**src/rtl/ddr2_burst_sequencer.sv**
```systemverilog
// ---------------------------------------------------------------------------
// ddr2_burst_sequencer
//
// Moves fixed-length bursts between a pair of host FIFOs and MIG port 0.
// Write path: ingress FIFO (first-word-fall-through) -> MIG write FIFO, then
// one write command. Read path: one read command, then MIG read FIFO ->
// egress FIFO. Write and read addresses advance independently by one burst
// and wrap at 2^MEM_BYTES_LOG2 bytes.
//
// Ports
//   sys_clk, sys_rst_n     : clock, asynchronous active-low reset
//   calib_done             : MIG calibration complete (gates every burst)
//   fifo_reset             : synchronous abort, clears addresses and counter
//   wr_mode / rd_mode      : enable write / read bursts (write wins)
//   ib_data, ib_rd_count   : ingress FIFO head word and fill level
//   ib_rd_en               : ingress FIFO pop
//   ob_wr_count            : egress FIFO fill level
//   ob_wr_en, ob_data      : egress FIFO push and data
//   p0_cmd_*               : MIG command port
//   p0_wr_*                : MIG write data port
//   p0_rd_*                : MIG read data port
//   busy, state            : status (state encoding of the sequencer)
// ---------------------------------------------------------------------------
module ddr2_burst_sequencer #(
  parameter int BURST_LEN      = 32,
  parameter int OB_DEPTH       = 1024,
  parameter int MEM_BYTES_LOG2 = 27
) (
  input  logic        sys_clk,
  input  logic        sys_rst_n,
  input  logic        calib_done,
  input  logic        fifo_reset,
  input  logic        wr_mode,
  input  logic        rd_mode,
  input  logic [31:0] ib_data,
  input  logic [9:0]  ib_rd_count,
  output logic        ib_rd_en,
  input  logic [9:0]  ob_wr_count,
  output logic        ob_wr_en,
  output logic [31:0] ob_data,
  output logic        p0_cmd_en,
  output logic [2:0]  p0_cmd_instr,
  output logic [5:0]  p0_cmd_bl,
  output logic [29:0] p0_cmd_byte_addr,
  input  logic        p0_cmd_full,
  output logic        p0_wr_en,
  output logic [31:0] p0_wr_data,
  output logic [3:0]  p0_wr_mask,
  input  logic        p0_wr_full,
  output logic        p0_rd_en,
  input  logic [31:0] p0_rd_data,
  input  logic        p0_rd_empty,
  output logic        busy,
  output logic [2:0]  state
);

  typedef enum logic [2:0] {
    IDLE    = 3'd0,
    WR_DATA = 3'd1,
    WR_CMD  = 3'd2,
    RD_CMD  = 3'd3,
    RD_WAIT = 3'd4
  } state_t;

  localparam logic [10:0] BURST_WORDS = 11'(BURST_LEN);
  localparam logic [6:0]  LAST_WORD   = 7'(BURST_LEN - 1);
  localparam logic [5:0]  CMD_BL      = 6'(BURST_LEN - 1);
  localparam logic [MEM_BYTES_LOG2-1:0] BURST_BYTES = MEM_BYTES_LOG2'(BURST_LEN * 4);
  // A read is only started when the whole burst is guaranteed to fit in the
  // egress FIFO, so RD_WAIT never has to stall on it.
  localparam int unsigned OB_LIMIT = OB_DEPTH - BURST_LEN;

  state_t                    state_reg;
  logic [6:0]                word_cnt_reg;
  logic [MEM_BYTES_LOG2-1:0] wr_addr_reg;
  logic [MEM_BYTES_LOG2-1:0] rd_addr_reg;
  logic [2:0]                cmd_instr_reg;
  logic [5:0]                cmd_bl_reg;
  logic [29:0]               cmd_addr_reg;

  logic wr_go;
  logic rd_go;
  logic wr_xfer;
  logic rd_xfer;
  logic cmd_issue;
  logic last_word;

  assign wr_go = calib_done & wr_mode & ({1'b0, ib_rd_count} >= BURST_WORDS) & ~p0_cmd_full;
  assign rd_go = calib_done & rd_mode & (32'(ob_wr_count) <= OB_LIMIT) & ~p0_cmd_full;

  // Data-path handshakes are combinational so a word moves in the same
  // cycle the far side reports room/data; fifo_reset kills them instantly.
  assign wr_xfer   = (state_reg == WR_DATA) & ~p0_wr_full & ~fifo_reset;
  assign rd_xfer   = (state_reg == RD_WAIT) & ~p0_rd_empty & ~fifo_reset;
  assign cmd_issue = ((state_reg == WR_CMD) | (state_reg == RD_CMD)) & ~p0_cmd_full & ~fifo_reset;
  assign last_word = (word_cnt_reg == LAST_WORD);

  assign ib_rd_en   = wr_xfer;
  assign p0_wr_en   = wr_xfer;
  assign p0_wr_data = ib_data;
  assign p0_wr_mask = 4'b0000;
  assign p0_rd_en   = rd_xfer;
  assign ob_wr_en   = rd_xfer;
  assign ob_data    = p0_rd_data;
  assign p0_cmd_en  = cmd_issue;

  // Command fields are loaded on entry to the command state and held, so
  // they are already stable in every cycle p0_cmd_en can be high.
  assign p0_cmd_instr     = cmd_instr_reg;
  assign p0_cmd_bl        = cmd_bl_reg;
  assign p0_cmd_byte_addr = cmd_addr_reg;

  assign busy  = (state_reg != IDLE);
  assign state = state_reg;

  always_ff @(posedge sys_clk or negedge sys_rst_n) begin
    if (!sys_rst_n) begin
      state_reg     <= IDLE;
      word_cnt_reg  <= '0;
      wr_addr_reg   <= '0;
      rd_addr_reg   <= '0;
      cmd_instr_reg <= '0;
      cmd_bl_reg    <= '0;
      cmd_addr_reg  <= '0;
    end else if (fifo_reset) begin
      state_reg    <= IDLE;
      word_cnt_reg <= '0;
      wr_addr_reg  <= '0;
      rd_addr_reg  <= '0;
    end else begin
      case (state_reg)
        IDLE: begin
          word_cnt_reg <= '0;
          if (wr_go) begin
            state_reg <= WR_DATA;
          end else if (rd_go) begin
            state_reg     <= RD_CMD;
            cmd_instr_reg <= 3'b001;
            cmd_bl_reg    <= CMD_BL;
            cmd_addr_reg  <= 30'(rd_addr_reg);
          end
        end
        WR_DATA: begin
          if (wr_xfer) begin
            if (last_word) begin
              state_reg     <= WR_CMD;
              word_cnt_reg  <= '0;
              cmd_instr_reg <= 3'b000;
              cmd_bl_reg    <= CMD_BL;
              cmd_addr_reg  <= 30'(wr_addr_reg);
            end else begin
              word_cnt_reg <= word_cnt_reg + 7'd1;
            end
          end
        end
        WR_CMD: begin
          if (cmd_issue) begin
            wr_addr_reg <= wr_addr_reg + BURST_BYTES;
            state_reg   <= IDLE;
          end
        end
        RD_CMD: begin
          if (cmd_issue) begin
            state_reg    <= RD_WAIT;
            word_cnt_reg <= '0;
          end
        end
        RD_WAIT: begin
          if (rd_xfer) begin
            if (last_word) begin
              state_reg    <= IDLE;
              word_cnt_reg <= '0;
              rd_addr_reg  <= rd_addr_reg + BURST_BYTES;
            end else begin
              word_cnt_reg <= word_cnt_reg + 7'd1;
            end
          end
        end
        default: state_reg <= IDLE;
      endcase
    end
  end

endmodule

```
**config.mk**
```make
export PLATFORM = sky130hd
export DESIGN_NAME = ddr2_burst_sequencer
export DESIGN_NICKNAME = d
export VERILOG_FILES = /design/src/rtl/ddr2_burst_sequencer.sv
export SDC_FILE = /design/constraint.sdc
export NUM_CORES = 1
export LEC_CHECK = 0
export BUFFER_PORTS_ARGS = -buffer_cell sky130_fd_sc_hd__buf_4
export CAP_MARGIN = 20
export CORE_MARGIN = 10
export CORE_UTILIZATION = 42
export DETAILED_ROUTE_END_ITERATION = 10
export PLACE_DENSITY_LB_ADDON = 0.1
export SETUP_SLACK_MARGIN = 0.3
export SKIP_LAST_GASP = 1
export SLEW_MARGIN = 20
export SYNTH_ARGS = -nofsm -noshare
export SYNTH_HDL_FRONTEND = slang
export SYNTH_SLANG_ARGS = --single-unit
```
**constraint.sdc**
```tcl
create_clock -name sys_clk -period 2.1 [get_ports sys_clk]
set_clock_uncertainty 0.05 [all_clocks]
set_input_delay 0.42 -clock sys_clk [delete_from_list [all_inputs] [get_ports sys_clk]]
set_output_delay 0.42 -clock sys_clk [all_outputs]
set_load 0.005 [all_outputs]
```
# Yosys cells after proc, flatten, opt, wreduce, memory -nomap -nowiden
# Cells that the tools add are included.
# W data, S select, Z words.
# classes
addsub	3
n_mul	0
n_div	0
n_lt_le_gt_ge	2
eq_ne	16
shifts	0
n_mux	37
bitwise_logic	17
n_reduce_logical	14
# op_table
cell	count
$mux W27	7
$mux W30	4
$pmux W30 S2	1
$add A27 B8 Y27 const B	2
$mux W3	12
$mux W7	5
$pmux W7 S4	1
$mux W6	4
$ne A3 B3 Y1 const B	6
$pmux W3 S5	1
$and A1 B1 Y1	12
$pmux W6 S2	1
$reduce_bool A2 Y1	6
$ge A10 B6 Y1 const B	1
$le A10 B10 Y1 const B	1
$ne A2 B2 Y1 const B	4
$add A7 B1 Y7 const B	1
$eq A7 B5 Y1 const B	1
$reduce_and A7 Y1	1
$eq A3 B2 Y1 const B	2
$pmux W3 S2	1
$reduce_and A6 Y1	1
$reduce_bool A5 Y1	1
$ne A4 B4 Y1 const B	1
other kinds (9)	12
# totals
ff_bits	103
latch_bits	0
ram_bits	0
mem_bits_ro	0
in_bits	93
output_inout_bits	116
word_cells	96
n_memories	0

# Logic depth before layout (Yosys ltp)
# Gate-level depths: netlist of run 1.
# depth
ltp_word	7
ltp_mapped	7
ltp_nobuf	6

# Worst setup path before layout of run 1
# Ideal clock, no wire load.
# synth_timing
path_kind	reg2reg
start	reg state_reg[1], in the netlist state[1]
end	reg rd_addr_reg[24]
setup_ps	132
arrival_time_ps	1895
t_required_ps	1918
slack_ps	23
path_stages_with_launch	7
path_buffers	1
synth_period_minus_slack_ps	2077
cell_sequence	dfrtp_1 -> buf_6 -> or4b_4 -> nor4_4 -> nand4_1 -> xor2_1 -> nor2_1
# synth_via
elab_chain_len	5
elab_cells_between_ends	6
classes_between	1 x eq/ne; 2 x bitwise; 3 x reduce/logical
# synth_lines
item	line	rtl
start, declared	73	state_t state_reg;
start signal, assigned	118	state_reg <= IDLE;
start signal, assigned	126	state_reg <= IDLE;
start signal, assigned	135	state_reg <= WR_DATA;
$eq A3 B3 Y1 *	94, 131	
$and A1 B1 Y1 (2 in a row)	94	assign rd_xfer = (state_reg == RD_WAIT) & ~p0_rd_empty & ~fifo_reset;
$reduce_bool A2 Y1 (no line)	--	
$reduce_and A3 Y1 (no line) *	--	
end signal, assigned	173	rd_addr_reg <= rd_addr_reg + BURST_BYTES;
end, declared	76	logic [MEM_BYTES_LOG2-1:0] rd_addr_reg;
# Every way passes the cells marked *; elsewhere a longest branch is shown, timed or not.
# A chain may end at the register's enable or synchronous reset.

# Worst setup path in the final report of run 1
# layout_timing
start	reg state_reg[0], in the netlist state[0]
end	out p0_wr_en
# layout_via
elab_chain_len	3
# layout_lines
item	line	rtl
$eq A3 B1 Y1	93	assign wr_xfer = (state_reg == WR_DATA) & ~p0_wr_full & ~fifo_reset;
$and A1 B1 Y1 (2 in a row)	93	
end, declared	46	output logic p0_wr_en,
# Every way passes these cells.

==> run metrics, run 1 <==
worst-case clock buffer depth 2; EDFF count, synth 0; H-Tree Depth 3; RSZ-0062 raised after global routing true; Async SR Flop Fraction 1.00; Die Width 122 um; Worst Setup Start Kind register; Routed WL 11.8 mm; initial antenna violation count 0; die footprint approximately 15,000 um^2; Setup crit end kind primary output; Vias 3,263; sequential area share after synthesis 0.414; vias in the first global route 3,271; CP required roughly 1.6 ns; area delta synth->final 22.2%; hold path cells 2; most common cell after layout, fill and taps aside buf_4; critical path data arrival time around 1.6 ns; fmax about 480 MHz; core outline area around 10,000 um^2; I/O pin count ~210; min Tclk post-route slightly above 2 ns; die height around 120 um; RePlAce Congestion approximately 0.8; Post-Layout Inst Area roughly 5300 um^2; Endpoint, Worst Hold wr_addr_reg[25]; hold wc startpoint fifo_reset; DRC 0; reg2reg start state[1]; grt ovf 0; dpl ws between 0.015 and 0.02 ns; gr busiest metal met2; RR Endpoint rd_addr_reg[26]; HPWL after DPL approximately 8.5 mm; mean cell area of the mapped netlist ~9.5 um^2; fin. max-slew vios 0; crit-path max FO 4; Diodes inserted 0; total track usage 0.155; I/O Buffers 58; Cell Rows 37; met1 usage 0.180; P_leak ~2.3 nW; initial cell density of the core 0.427; cells on worst reg2reg path 7; final hold violation count 0; layout cells sized above 1 0.379; TritonCTS clock tree yes; library cells used by synthesis 50; FF+latch count, synth just over 70; # fillers around 960; worst min path class in2reg; DRT antenna net count 0; status completed; synthesized instance count 460; NumNets Final a little under 600; setup ws final about 0.028 ns; clock latency on the worst-skew pair around 0.35 ns; largest net degree at the start of global routing between 40 and 50; Vias/cell 5.19; commonest register cell after synthesis dfrtp_1; maximum vdd drop 301 uV; Reg clk slew, reported paths about 0.090 ns; placed insts between 500 and 600; clk sinks 72; max cap viols 0; kind of critical path reg2out; Mapped Area approximately 4300 um^2; routing usage on met3 0.0574; commonest cells after routing, fill and taps aside buf_4, dfrtp_1, nor2_1; Root Driver clkbuf_8; total CTS buffers 9; placed cell area 4670 um^2; First-pass DRT Iterations 4; Power Total ~3.4 mW; Final period util 0.987; wire per inst between 15 and 20 um; non-filler cells, final between 600 and 700; setup slack, reg-to-reg 0.06 ns; first-pass GRT wire length around 18 mm; 1st-iter DRT viols 180; GR Layer Usage met2 0.255; synth warn 0; Final setup viols 0; Final Util 0.522; P per Cell Area 637 nW/um^2
power by group:
| part | total, mW | leakage (nW) | internal, mW | switching (mW) |
|---|---|---|---|---|
| Sequential | 1.58 | 0.947 | 1.50 | 0.0746 |
| Combinational | 0.626 | 1.29 | 0.340 | 0.285 |
| Clock | 1.18 | 0.102 | 0.620 | 0.558 |
cell families (layout without fill, tap and decap cells):
family / after synthesis / count (layout) / synth area share
AOI/OAI and AO/OA: 71 / 71 / 0.0935
DFF: 72 / 72 / 0.414
xor gates and xnor gates: 37 / 37 / 0.0745
muxes: 22 / 22 / 0.0506
and+or+nand+nor: 144 / 144 / 0.184
other: 1 / 17 / 0.000862
adders and majority gates: 3 / 3 / 0.00863
buffers and inverters: 110 / 127 / 0.173
how the worst max path moves through the flow:
stage | startpoint | end | slack (ns) | cells after the start
CTS | state[0] | p0_wr_en | -0.03 | 4
global placement | ob_wr_count[1] | p0_cmd_byte_addr[10] | 0.03 | 7
global route | state[0] | ib_rd_en | -0.02 | 4
finish | state[0] | p0_wr_en | 0.03 | 4
floorplan | state[1] | rd_addr_reg[24] | 0.19 | 6
detailed placement | ob_wr_count[1] | p0_cmd_byte_addr[10] | 0.02 | 7
Yosys cell counts, types with 6 or more instances:
library cell  instances  share of area
a21oi_1              43          0.049
and3_1                7          0.010
and4_1                7          0.014
buf_2                 6         0.0069
buf_4                87           0.15
clkbuf_1             13          0.011
dfrtp_1              72           0.41
mux2i_1              22          0.051
nand2_1              15          0.013
nand3_1              21          0.024
nand4_1              13          0.019
nor2_1               46          0.040
o21ai_0              13          0.015
xnor2_1               6          0.012
xor2_1               31          0.062
metrics by stage:
step           hold WS, ns  TNS (ns)
2_1_floorplan       0.0744         0
3_3_place_gp         0.273         0
3_5_place_dp         0.275         0
4_1_cts              0.349   -0.0525
5_1_grt              0.374    -0.109
6_report             0.382         0
what timing repair did:
action | in CTS | in global routing
endpoints found under the setup margin | 73 | 73
gates cloned | 1 | 1
endpoints found under the hold margin | 17 | 0
pin swaps | 9 | 10
hold buffers | 1 | 0
setup buffers | 13 | 6
gates resized for setup | 35 | 23
final cells by class:
cell class | count | area [um^2] | share of cell area
Clock buffer | 11 | 151 | 0.0285
Clock inverter | 5 | 62.6 | 0.0118
Inverter | 2 | 7.51 | 0.00141
Multi-Input combinational cell | 294 | 2160 | 0.406
Sequential cell | 72 | 1810 | 0.340
Tap cell | 136 | 170 | 0.0320
Timing Repair Buffer | 109 | 958 | 0.180
routing by layer:
layer / share of wire / vias up / routed length, um
met2: 0.48 / 120 / 5690
met4: 0.026 / 0 / 302
li1: - / 1553 / -
met5: 0 / - / 0
met1: 0.40 / 1560 / 4750
met3: 0.087 / 30 / 1020
critical path: stages, from the launching register on:
cell,delay [ns]
dfrtp_2,0.45
nor3b_4,0.17
a221oi_2,0.29
and2_4,0.24
buf_6,0.10
Power figures use the tool's default switching activity.
==> run 2, diff against run 1 <==
- REMOVE_ABC_BUFFERS: not set -> 1
==> run 2 against run 1 <==
Net effect: total power grew 7.3%; register-to-register slack is essentially flat; worst setup slack worse by 0.059 ns; final cell count fell by 0.64%; critical path depth is 1 lower; critical path type unchanged; flip-flop and latch count did not move; the run now ends with negative setup slack left; final area shrank 0.66%; combinational power is 8.3% lower; non-clock buffer count is 3 lower.
==> run metrics, run 2 (same netlist as run 1, synthesis figures left out) <==
die height 122 um (unchanged); Final period util 1.01 (+0.0281); Worst Setup Start Kind register; H-Tree Depth 3 (unchanged); largest net degree at the start of global routing 38 (-12%); kind of critical path reg2out; crit path cell chain or4b_4, nor2_4, buf_4; setup slack, reg-to-reg 0.05 ns (about the same); final setup TNS -0.0432 ns (-0.0432 ns); Root Driver clkbuf_8; Die Width 122 um (unchanged); P per Cell Area 688 nW/um^2 (+8.0%); Vias 3,376 (+3.5%); initial cell density of the core 0.427 (unchanged); wire per inst 24.7 um (+32%); first-pass GRT wire length 22.6 mm (+24%); non-filler cells, final 625 (-0.64%); reg2reg start state[0]; fin. max-slew vios 0 (unchanged); area delta synth->final 21.3%; I/O pin count 209 (unchanged); final hold violation count 0 (unchanged); Setup crit end kind primary output; grt ovf 0 (unchanged); core outline area 10,200 um^2 (unchanged); Diodes inserted 0 (unchanged); clock latency on the worst-skew pair 0.34 ns (about the same); most common cell after layout, fill and taps aside buf_4; min Tclk post-route 2.13 ns (+0.0591 ns); DRT antenna net count 0 (unchanged); crit-path max FO 4 (unchanged); clk sinks 72 (unchanged); TritonCTS clock tree yes; vias in the first global route 3,447 (+5.4%); commonest cells after routing, fill and taps aside buf_4, dfrtp_1, nor2_1; Worst path slowest cell or4b_4; Final setup viols 2 (+2); total CTS buffers 9 (unchanged); RSZ-0062 raised after global routing true; CP max stage delay 0.60 ns (+0.15 ns); violated checks negative setup slack; Routed WL 15.4 mm (+31%); CP Depth 3 (-1); layout cells sized above 1 0.366 (-0.0133); status complete, but fails checks; total track usage 0.205 (+0.0496); First-pass DRT Iterations 4 (unchanged); P_leak 2.34 nW (+0.11%); worst-case clock buffer depth 2 (unchanged); Cell Rows 37 (unchanged); max cap viols 0 (unchanged); worst min path class in2reg; hold path cells 2 (unchanged); critical path data arrival time 1.66 ns (+0.06 ns); Vias/cell 5.40 (+4.1%); 1st-iter DRT viols 87 (-52%); # fillers 947 (-1.1%); CP bufs+invs 1 (unchanged); Reg clk slew, reported paths 0.08 ns (about the same); DRC 0 (unchanged); die footprint 14,800 um^2 (unchanged); CP required 1.63 ns (about the same); delay-heaviest family, CP simple AND/OR/NAND/NOR gates; cells on worst reg2reg path 6 (-1); placed insts 591 (unchanged); HPWL after DPL 12.1 mm (+41%); Endpoint, Worst Hold rd_addr_reg[8]; initial antenna violation count 0 (unchanged); I/O Buffers 58 (unchanged); NumNets Final 581 (-0.51%); hold wc startpoint fifo_reset; setup ws final -0.0314 ns (-0.0591 ns); maximum vdd drop 351 uV (+16%); RePlAce Congestion 0.781 (-1.8%); RR Endpoint rd_addr_reg[13]; fmax 469 MHz (-2.8%)
[run 2: worst max path at each step]
| stage | start | endpoint | slack (ns) |
|---|---|---|---|
| 3_3_place_gp | ob_wr_count[1] | p0_cmd_instr[0] | -0.03 |
| 2_1_floorplan | state[0] | state[1] | -3.03 |
| 4_1_cts | state[0] | ib_rd_en | 0.02 |
| 3_5_place_dp | ob_wr_count[1] | p0_cmd_instr[0] | -0.09 |
| 5_1_grt | state[0] | rd_addr_reg[24] | -0.07 |
| 6_report | state[0] | ob_wr_en | -0.03 |
[run 2: layout make-up]
type / instances / area [um^2] / area share
sequential: 72 / 1800 / 0.342
tap: 136 / 170 / 0.0322
clock inverter: 5 / 129 / 0.0244
multi-input combinational: 294 / 2160 / 0.410
timing repair buffer: 106 / 867 / 0.164
clock buffer: 10 / 138 / 0.0261
inverter: 2 / 7.51 / 0.00142
[run 2: repair_timing]
item,CTS,global route
setup endpoints to repair,58,71
endpoints found under the hold margin,3,0
setup buffers,8,8
pin swaps,12,23
resized for setup,44,45
gates cloned,1,1
hold buffers,1,0
[run 2: layer usage]
metal | track usage | vias up | wire, um | part of all wire
li1 | - | 1545 | - | -
met3 | 0.220 | 15 | 3480 | 0.23
met1 | 0.212 | 1607 | 5560 | 0.36
met2 | 0.273 | 203 | 6140 | 0.40
met5 | 0.0592 | - | 124 | 0.0080
met4 | 0.0425 | 6 | 132 | 0.0086
[run 2: where the power goes]
part | internal, mW | switching, mW | total (mW)
Sequential | 1.50 | 0.0708 | 1.57
Combinational | 0.308 | 0.266 | 0.574
Clock | 0.938 | 0.542 | 1.48
Total | 2.75 | 0.878 | 3.63
[run 2: metrics by stage]
stage                      util  setup slack (ns)  hold WS (ns)  total power, mW  cell area, um^2
after global placement    0.442           -0.0346         0.367             2.13             4500
after detailed placement  0.442           -0.0900         0.373             2.14             4500
after CTS                 0.492            0.0178         0.339             3.65             5010
after global routing      0.518           -0.0667         0.370             3.81             5280
after floorplan               -             -3.03        0.0744             1.77             3660
final                     0.518           -0.0314         0.366             3.63             5280
